**src/rtl/shift_ctrl_pkg.sv**
```systemverilog
// Shared types and line levels for the serial frame transmitter.
package shift_ctrl_pkg;

  typedef enum logic [2:0] {
    IDLE,
    START,
    DATA,
    PARITY,
    STOP
  } tx_state_t;

  localparam logic IDLE_LEVEL  = 1'b1;
  localparam logic START_LEVEL = 1'b0;
  localparam logic STOP_LEVEL  = 1'b1;

endpackage

```
**src/rtl/shift_tx_ctrl_if.sv**
```systemverilog
// Word handshake plus serial-line status bundle between client and transmitter.
interface shift_tx_ctrl_if #(
  parameter int unsigned WIDTH = 8
);

  logic [WIDTH-1:0] data_in;
  logic             data_valid;
  logic             data_ready;
  logic             serial_out;
  logic             busy;
  logic             done;

  modport master (
    output data_in,
    output data_valid,
    input  data_ready,
    input  serial_out,
    input  busy,
    input  done
  );

  modport slave (
    input  data_in,
    input  data_valid,
    output data_ready,
    output serial_out,
    output busy,
    output done
  );

endinterface

```
**src/rtl/bit_timer.sv**
```systemverilog
// Free-running divide-by-DIV counter; tick marks the last cycle of each serial bit.
module bit_timer #(
  parameter int unsigned DIV = 4
) (
  input  logic clk,
  input  logic rst_n,
  input  logic clear,
  output logic tick
);

  localparam int unsigned CW = (DIV > 1) ? $clog2(DIV) : 1;
  localparam logic [CW-1:0] LAST = CW'(DIV - 1);

  logic [CW-1:0] count_q, count_d;

  // With DIV=1 LAST is 0, so tick is constant and the counter never leaves 0.
  assign tick = (count_q == LAST);

  always_comb begin
    count_d = count_q + 1'b1;
    if (clear || tick) begin
      count_d = '0;
    end
  end

  always_ff @(posedge clk) begin
    if (!rst_n) begin
      count_q <= '0;
    end else begin
      count_q <= count_d;
    end
  end

endmodule

```
**src/rtl/shift_tx_ctrl.sv**
```systemverilog
// Serial frame transmitter: start bit, WIDTH data bits LSB first, stop bit.
// Define SHIFT_TX_PARITY_EN to insert an even-parity bit between data and stop.
module shift_tx_ctrl
  import shift_ctrl_pkg::*;
#(
  parameter int unsigned WIDTH = 8,
  parameter int unsigned DIV   = 4
) (
  input logic           clk,
  input logic           rst_n,
  shift_tx_ctrl_if.slave bus
);

  localparam int unsigned IW = $clog2(WIDTH);
  localparam logic [IW-1:0] LAST_IDX = IW'(WIDTH - 1);

  tx_state_t        state_q, state_d;
  logic [WIDTH-1:0] shift_q, shift_d;
  logic [IW-1:0]    idx_q, idx_d;
  logic             serial_q, serial_d;
  logic             ready_q, ready_d;
  logic             busy_q, busy_d;
  logic             done_q, done_d;
  logic             accept;
  logic             tick;
`ifdef SHIFT_TX_PARITY_EN
  logic             parity_q, parity_d;
`endif

  assign accept = bus.data_valid && ready_q;

  bit_timer #(
    .DIV(DIV)
  ) u_bit_timer (
    .clk  (clk),
    .rst_n(rst_n),
    .clear(accept),
    .tick (tick)
  );

  always_comb begin
    state_d  = state_q;
    shift_d  = shift_q;
    idx_d    = idx_q;
    serial_d = serial_q;
    ready_d  = ready_q;
    busy_d   = busy_q;
    done_d   = 1'b0;
`ifdef SHIFT_TX_PARITY_EN
    parity_d = parity_q;
`endif

    case (state_q)
      IDLE: begin
        serial_d = IDLE_LEVEL;
        if (accept) begin
          state_d  = START;
          shift_d  = bus.data_in;
          idx_d    = '0;
          serial_d = START_LEVEL;
          ready_d  = 1'b0;
          busy_d   = 1'b1;
`ifdef SHIFT_TX_PARITY_EN
          // Parity is taken from the word now because the shift register is consumed.
          parity_d = ^bus.data_in;
`endif
        end
      end
      START: begin
        if (tick) begin
          state_d  = DATA;
          serial_d = shift_q[0];
          idx_d    = '0;
        end
      end
      DATA: begin
        if (tick) begin
          if (idx_q == LAST_IDX) begin
`ifdef SHIFT_TX_PARITY_EN
            state_d  = PARITY;
            serial_d = parity_q;
`else
            state_d  = STOP;
            serial_d = STOP_LEVEL;
`endif
          end else begin
            shift_d  = shift_q >> 1;
            serial_d = shift_q[1];
            idx_d    = idx_q + 1'b1;
          end
        end
      end
`ifdef SHIFT_TX_PARITY_EN
      PARITY: begin
        if (tick) begin
          state_d  = STOP;
          serial_d = STOP_LEVEL;
        end
      end
`endif
      STOP: begin
        if (tick) begin
          state_d  = IDLE;
          serial_d = IDLE_LEVEL;
          ready_d  = 1'b1;
          busy_d   = 1'b0;
          done_d   = 1'b1;
        end
      end
      default: begin
        state_d  = IDLE;
        serial_d = IDLE_LEVEL;
        ready_d  = 1'b1;
        busy_d   = 1'b0;
      end
    endcase
  end

  always_ff @(posedge clk) begin
    if (!rst_n) begin
      state_q  <= IDLE;
      shift_q  <= '0;
      idx_q    <= '0;
      serial_q <= IDLE_LEVEL;
      ready_q  <= 1'b1;
      busy_q   <= 1'b0;
      done_q   <= 1'b0;
`ifdef SHIFT_TX_PARITY_EN
      parity_q <= 1'b0;
`endif
    end else begin
      state_q  <= state_d;
      shift_q  <= shift_d;
      idx_q    <= idx_d;
      serial_q <= serial_d;
      ready_q  <= ready_d;
      busy_q   <= busy_d;
      done_q   <= done_d;
`ifdef SHIFT_TX_PARITY_EN
      parity_q <= parity_d;
`endif
    end
  end

  assign bus.data_ready = ready_q;
  assign bus.serial_out = serial_q;
  assign bus.busy       = busy_q;
  assign bus.done       = done_q;

endmodule

```
**src/flat_wrapper.sv**
```systemverilog
// flat-port wrapper written by rule: the top's interface ports become plain ports
module shift_tx_ctrl_flat import shift_ctrl_pkg::*;
#(
  parameter int unsigned WIDTH = 8,
  parameter int unsigned DIV   = 4
)
  (clk, rst_n, bus_data_in, bus_data_valid, bus_data_ready, bus_serial_out, bus_busy, bus_done);
  shift_tx_ctrl_if #(.WIDTH(WIDTH)) bus_i ();
  input logic clk;
  input logic rst_n;
  input wire logic [$bits(bus_i.data_in)-1:0] bus_data_in;
  input wire logic [$bits(bus_i.data_valid)-1:0] bus_data_valid;
  output wire logic [$bits(bus_i.data_ready)-1:0] bus_data_ready;
  output wire logic [$bits(bus_i.serial_out)-1:0] bus_serial_out;
  output wire logic [$bits(bus_i.busy)-1:0] bus_busy;
  output wire logic [$bits(bus_i.done)-1:0] bus_done;
  assign bus_i.data_in = bus_data_in;
  assign bus_i.data_valid = bus_data_valid;
  assign bus_data_ready = bus_i.data_ready;
  assign bus_serial_out = bus_i.serial_out;
  assign bus_busy = bus_i.busy;
  assign bus_done = bus_i.done;
  shift_tx_ctrl #(.WIDTH(WIDTH), .DIV(DIV)) u_core (.clk(clk), .rst_n(rst_n), .bus(bus_i));
endmodule
```
**config.mk**
```make
export PLATFORM = sky130hd
export DESIGN_NAME = shift_tx_ctrl_flat
export DESIGN_NICKNAME = d
export VERILOG_FILES = /design/src/rtl/shift_ctrl_pkg.sv /design/src/rtl/shift_tx_ctrl_if.sv /design/src/rtl/bit_timer.sv /design/src/rtl/shift_tx_ctrl.sv /design/src/flat_wrapper.sv
export SDC_FILE = /design/constraint.sdc
export NUM_CORES = 1
export LEC_CHECK = 0
export CAP_MARGIN = 20
export CORE_ASPECT_RATIO = 1.5
export CORE_UTILIZATION = 29
export DETAILED_ROUTE_END_ITERATION = 10
export PLACE_DENSITY = 0.59
export SLEW_MARGIN = 5
export SYNTH_ARGS = -nofsm -noshare
export SYNTH_HDL_FRONTEND = slang
export SYNTH_SLANG_ARGS = --single-unit
export TNS_END_PERCENT = 100
```
**constraint.sdc**
```tcl
create_clock -name clk -period 2.17 [get_ports clk]
set_input_delay 0.434 -clock clk [delete_from_list [all_inputs] [get_ports clk]]
set_output_delay 0.434 -clock clk [all_outputs]
set_load 0.02 [all_outputs]
```
==> run_results.csv <==
group,metric,value,unit
hold_path,min_path_type,"register to register",
hold_path,hold_depth,1,
setup_path,cp.required,2340,ps
sta,tightest_slew,581,ps
clock_tree,holdBufCountCts,0,
floorplan,die-height,75.5,µm
synthesis,synth.distinct_cells,37,
floorplan,dieArea,3850,µm²
global_routing,grt_pass1_vias,829,
global_routing,antenna_found_initial,0,
global_routing,grt_overflow,0,
setup_path,path_cells,"ha_1, ha_1, nand3b_1, a21boi_4, nor2_1, a211oi_1",
drt,wl_per_cell,12.8,µm
global_routing,grt_pass1_wl,3.53,mm
floorplan,num_rows,26,
clock_tree,clk_pin_slew,80,ps
sta,hold_viol,0,
sta,max_clock_freq,0.540,GHz
sta,fin_ws,318,ps
setup_path,path_buf_inv,0,
placement,place_congestion,0.879,
hold_path,worstHoldEndpoint,"u_core.u_bit_timer.count_q[0]$_SDFF_PP0_",
layout,final_util,0.371,
layout,fin_nets,137,
synthesis,avgSynthCellArea,9.67,µm²
pwr,power-per-cell-area,672,nW/µm²
clock_tree,cts.sinks,20,
global_routing,grt_use_total,0.121,
setup_path,r2r_start,"u_core.idx_q[0]$_SDFFE_PN0P_",
layout,layout_commonest_cell,"dfxtp_1",
setup_path,reg2reg_slack,320,ps
clock_tree,tritoncts,"done",
sta,period_minus_slack,1850,ps
placement,port_buffers,14,
layout,diodes,0,
setup_path,cp-end-kind,"register",
setup_path,max_stage_delay,440,ps
layout,drive_above_1_share,0.156,
floorplan,die_w,51.0,µm
pwr,irDropWorstVdd,0.324,mV
synthesis,synthesis.instances,108,
setup_path,cp_data_arrival_time,2020,ps
sta,grt_setup_unrepaired,"no",
clock_tree,clock-root-buffer,"clkbuf_8",
setup_path,rr_endpoint,"u_core.shift_q[3]$_SDFFE_PN0P_",
floorplan,ios,15,
drt,route.detailed.drc,0,
drt,final_antenna_net_count,0,
drt,routed_wl,2.10,mm
drt,viasPerCell,5.05,
global_routing,grt_max_degree,16,
pwr,p_leak,0.459,nW
setup_path,cp-start-kind,"register",
setup_path,crit_fanout,15,
synthesis,ys_warn_count,0,
setup_path,crit_type,"register to register",
layout,final_cell_mix,"dfxtp_1 (20), clkdlybuf4s50_1 (14), mux2i_1 (10), nand2_1 (10), nor2_1 (7)",
synthesis,synth_nets,122,
sta,relSlewSlack,0.612,
setup_path,reg2reg_depth,6,
drt,firstDrtPassIters,6,
clock_tree,postCtsSetupBuffers,0,
sta,report.final.slew_viol_count,0,
layout,syn_to_final_growth,21.2,%
sta,fin_skew,4.47,ps
clock_tree,clk_path_buf_depth,2,
clock_tree,h-tree-depth,1,
synthesis,yosys_register_bits,20,
layout,fillers,355,
placement,pre_cts_ws,239,ps
drt,drt_iter0_markers,22,
sta,min_period_over_period,0.853,
placement,dp_hpwl,1.56,mm
synthesis,syn-cell-area,1040,µm²
setup_path,path_delay_family,"compound AO/OA/AOI/OAI gates",
clock_tree,clock_latency,260,ps
setup_path,crit_top_cell,"ha_1",
pwr,p_total,0.851,mW
floorplan,fp.coreArea,3420,µm²
clock_tree,cts_inserted_buffers,3,
run,drv_cap,0,
run_status,status,"completed",
sta,setup_tns,0,ps
hold_path,hp-start,"u_core.u_bit_timer.count_q[0]$_SDFF_PP0_",
synthesis,yosysSeqAreaShare,0.383,
sta,hold_slack,443,ps
sta,setup_violations,0,
clock_tree,ctsResizeCount,0,
floorplan,start_util,0.306,
drt,dr_total_vias,829,
setup_path,crit_path_top_delay_cell,"a21boi_4",
-- cell usage after synthesis --
library cell / instances / area [µm²]
dfxtp_1: 20 / 400
mux2i_1: 10 / 100
nand2_1: 10 / 37.5
nor2_1: 7 / 26.3
a211oi_1: 5 / 37.5
a21oi_1: 4 / 20.0
inv_1: 4 / 15.0
nand2b_1: 4 / 25.0
nor3_1: 4 / 20.0
o21ai_0: 4 / 20.0
buf_2: 3 / 15.0
ha_1: 3 / 37.5
a211oi_2: 2 / 25.0
buf_4: 2 / 15.0
buf_6: 2 / 22.5
nor2_2: 2 / 12.5
nor4_1: 2 / 12.5
a21boi_4: 1 / 18.8
a21o_1: 1 / 7.51
a21oi_2: 1 / 8.76
a31oi_1: 1 / 6.26
a31oi_4: 1 / 21.3
a32o_1: 1 / 10.0
and2_1: 1 / 6.26
and4_1: 1 / 8.76
buf_1: 1 / 3.75
nand3_1: 1 / 5.00
nand3b_1: 1 / 7.51
nand3b_4: 1 / 20.0
nor2_4: 1 / 11.3
nor4b_1: 1 / 8.76
nor4b_2: 1 / 15.0
o22ai_1: 1 / 6.26
o31ai_1: 1 / 7.51
o32a_1: 1 / 10.0
or4_4: 1 / 11.3
xor2_1: 1 / 8.76
-- routing by layer --
layer | wire (µm) | track usage | up-vias
met2 | 1050 | 0.215 | 21
li1 | - | - | 415
met3 | 77 | 0.0180 | 4
met5 | 0 | 0 | -
met1 | 947 | 0.137 | 389
met4 | 22 | 0.0648 | 0
-- final cells by class --
type                       instances  area [µm²]  area share
multi-input combinational         76         573       0.453
clock buffer                       4        55.1      0.0435
timing repair buffer              18         170       0.134
inverter                           4        15.0      0.0119
sequential                        20         400       0.316
tap                               42        52.6      0.0415
-- cell families after synthesis --
| family | after synthesis | share of synthesized area |
|---|---|---|
| AO/OA/AOI/OAI | 24 | 0.190 |
| buffers and inverters | 12 | 0.0682 |
| adder cells (fa/ha/maj) | 3 | 0.0359 |
| XOR/XNOR | 1 | 0.00838 |
| multiplexers | 10 | 0.0958 |
| AND/OR/NAND/NOR | 38 | 0.218 |
| flip-flops | 20 | 0.383 |
-- per-stage QoR --
step	std cells	cell area (µm²)
after floorplan	108	1040
after global placement	160	1210
after detailed placement	160	1210
after CTS	164	1270
after global routing	164	1270
final	164	1270
-- state kept, by name (all words and copies together), names as in the netlist --
signal and flops:
u_core.shift_q 8, u_core.idx_q 3, u_core.state_q 3, u_core.u_bit_timer.count_q 2, u_core.bus.busy 1, u_core.bus.data_ready 1
u_core.bus.done 1, u_core.bus.serial_out 1
-- where the power goes --
group / leakage (nW) / total [mW] / switching (mW) / internal (mW)
sequential: 0.164 / 0.419 / 0.0251 / 0.394
combinational: 0.266 / 0.147 / 0.0699 / 0.0770
clock: 0.0288 / 0.285 / 0.124 / 0.161
-- how the worst max path moves through the flow --
stage               depth (start not counted)                          from  slack [ps]                              to
floorplan                                   7  u_core.idx_q[0]$_SDFFE_PN0P_         610  u_core.shift_q[1]$_SDFFE_PN0P_
global route                                6  u_core.idx_q[0]$_SDFFE_PN0P_         140  u_core.shift_q[4]$_SDFFE_PN0P_
finish                                      6  u_core.idx_q[0]$_SDFFE_PN0P_         320  u_core.shift_q[3]$_SDFFE_PN0P_
global placement                            5                bus_data_valid         320  u_core.shift_q[4]$_SDFFE_PN0P_
detailed placement                          5                bus_data_valid         240  u_core.shift_q[3]$_SDFFE_PN0P_
CTS                                         6  u_core.idx_q[0]$_SDFFE_PN0P_         300  u_core.shift_q[3]$_SDFFE_PN0P_
Power figures use the tool's default switching activity.
==> RTL edit, RTL diff (same settings) <==
`WIDTH` is set to 8 in 3 places; all go to 4.
--- a/src/rtl/shift_tx_ctrl_if.sv
+++ b/src/rtl/shift_tx_ctrl_if.sv
@@ -1,6 +1,6 @@
 // Word handshake plus serial-line status bundle between client and transmitter.
 interface shift_tx_ctrl_if #(
-  parameter int unsigned WIDTH = 8
+  parameter int unsigned WIDTH = 4
 );
 
   logic [WIDTH-1:0] data_in;
--- a/src/rtl/shift_tx_ctrl.sv
+++ b/src/rtl/shift_tx_ctrl.sv
@@ -3,7 +3,7 @@
 module shift_tx_ctrl
   import shift_ctrl_pkg::*;
 #(
-  parameter int unsigned WIDTH = 8,
+  parameter int unsigned WIDTH = 4,
   parameter int unsigned DIV   = 4
 ) (
   input logic           clk,
--- a/src/flat_wrapper.sv
+++ b/src/flat_wrapper.sv
@@ -1,7 +1,7 @@
 // flat-port wrapper written by rule: the top's interface ports become plain ports
 module shift_tx_ctrl_flat import shift_ctrl_pkg::*;
 #(
-  parameter int unsigned WIDTH = 8,
+  parameter int unsigned WIDTH = 4,
   parameter int unsigned DIV   = 4
 )
   (clk, rst_n, bus_data_in, bus_data_valid, bus_data_ready, bus_serial_out, bus_busy, bus_done);
Ports: changed (resized bus_data_in); port bits go from 15 to 11. No check against the original RTL was run, so the function may have changed too.
==> RTL edit against the original RTL <==
  * Sequential cell count down 5
  * Worst setup slack better by 0.078 ns
  * Non-clock buffer count down 6
  * Clock skew about the same
  * Final area down 24%
  * Synthesized area down 21%
  * Power down 25%
  * Routed wire length down 29%
  * Critical path type is now reg2out
  * Largest cell class unchanged
  * Highest routed layer unchanged
==> RTL edit: results (changes against the original RTL) <==
metric	value	unit	change
status	complete, no violations		
max_stage_delay	0.65	ns	+0.21 ns
synthAdderAreaFrac	3.040	%	-0.55 points
yosys_warnings	0		unchanged
portBuffers	10		-4
cts_buffers	3		unchanged
insertion_delay	0.25	ns	
grt_usage	11.55	%	-0.52 points
synth_common_cells	15 x dfxtp_1, 7 x nand2_1, 6 x nand3b_1		
gp_congestion	0.7664		-13%
relSlewSlack	57.21	%	-4.0 points
cp_slowest_cell	clkdlybuf4s50_1		
grt_max_degree	17		+1
yosys-top-cells-area	dfxtp_1 36%, buf_6 5.5%, nand3b_1 5.5%		
synthesis.area	823.3	sq um	-21%
reg2regPathDepth	5		-1
ir_drop	0.5459	mV	+69%
rrSetupSlack	0.52	ns	+0.20 ns
p_leak	0.3680	nW	-20%
ys_seq_area_share	36.47	%	-1.8 points
num_vias	623		-25%
grt_pass1_wl	2490	microns	-30%
nets	102		-26%
cts-resized-gates	0		unchanged
post-dp-hpwl	1120	microns	-28%
synth_cell_types	34		-8.1%
drtIter0Drc	16		-27%
synth-xor-area-share	1.064	%	+0.23 points
top_regs	u_core.shift_q x4, u_core.state_q x3		
synth_compound_area_share	18.39	%	-0.65 points
cp.arrival	1.34	ns	-0.68 ns
htree_levels	1		unchanged
fin_worst_skew	0.004043	ns	-0.0004291 ns
path_max_fanout	5		-10
synth_nets	92		-25%
wl_per_cell	11.60	microns	-9.2%
drt_first_pass_iters	4		-2
layout-drive-gt1-share	13.04	%	-2.5 points
grt_pass1_vias	607		-27%
worstHoldPathType	reg2reg		
crit_family	buffers and inverters		
clk_pin_slew	0.06	ns	-0.02 ns
async_reset_ff_share	0	%	unchanged
holdPathStages	1		unchanged
synth_mux_area_share	5.015	%	-4.6 points
num-fill-cells	264		-26%
hold_viol	0		unchanged
[RTL edit: cell count changes in the layout (fill, tap and decap cells not counted), moves of 3 or more]
| cell | change |
|---|---|
| mux2i_1 | -7 |
| a211oi_1 | -5 |
| dfxtp_1 | -5 |
| nand3b_1 | +5 |
| clkdlybuf4s50_1 | -4 |
| nor2_1 | -4 |
| nand2_1 | -3 |
| nand2b_1 | -3 |
| nand3_1 | +3 |
| o211a_1 | +3 |
[RTL edit: cells by family (layout without fill, tap and decap cells)]
| group | after synthesis | count (layout) |
|---|---|---|
| and+or+nand+nor | 34 | 34 |
| DFF | 15 | 15 |
| AOI/OAI and AO/OA | 18 | 18 |
| buffers and inverters | 9 | 18 |
| adders and majority gates | 2 | 2 |
| xor gates and xnor gates | 1 | 1 |
| muxes | 4 | 4 |
[RTL edit: report_power, final]
group | total, mW | switching [mW] | internal (mW)
sequential | 0.314 | 0.0198 | 0.294
clock | 0.229 | 0.0984 | 0.130
combinational | 0.0984 | 0.0440 | 0.0544
total | 0.641 | 0.162 | 0.478
[RTL edit: area by class of cell]
class                      count  area (sq um)  share of cell area, %
inverter                       2         7.507                 0.7812
tap                           37         46.29                  4.818
multi-input combinational     59         446.7                  46.48
sequential                    15         300.3                  31.25
clock buffer                   4         45.04                  4.687
timing repair buffer          12         115.1                  11.98
[RTL edit: stage by stage]
stage | hold WS [ns] | cell area [sq um] | cells | util [%] | setup slack (ns)
2_1_floorplan | 0.4051 | 823.3 | 83 | - | 0.8298
3_3_place_gp | 0.4120 | 915.9 | 125 | 34.22 | 0.4250
3_5_place_dp | 0.4308 | 915.9 | 125 | 34.22 | 0.3926
4_1_cts | 0.4394 | 960.9 | 129 | 35.90 | 0.3934
5_1_grt | 0.4601 | 960.9 | 129 | 35.90 | 0.3513
6_report | 0.4288 | 960.9 | 129 | 35.90 | 0.3964
[RTL edit: path summary, 6_finish.rpt]
check,startpoint,endpoint
setup / recovery,u_core.bus.data_ready,bus_data_ready
hold reg to reg,u_core.u_bit_timer.count_q[0],u_core.u_bit_timer.count_q[0]
hold / removal,u_core.u_bit_timer.count_q[0],u_core.u_bit_timer.count_q[0]
setup reg to reg,u_core.u_bit_timer.count_q[0],u_core.shift_q[2]
[RTL edit: routing by layer]
layer	wire [microns]	part of all wire [%]	vias up	track usage [%]
met5	0	0	-	0
met4	41	2.7	0	7.955
met3	35	2.3	5	3.209
met2	798	53	7	19.64
met1	622	42	297	11.73
li1	-	-	314	-
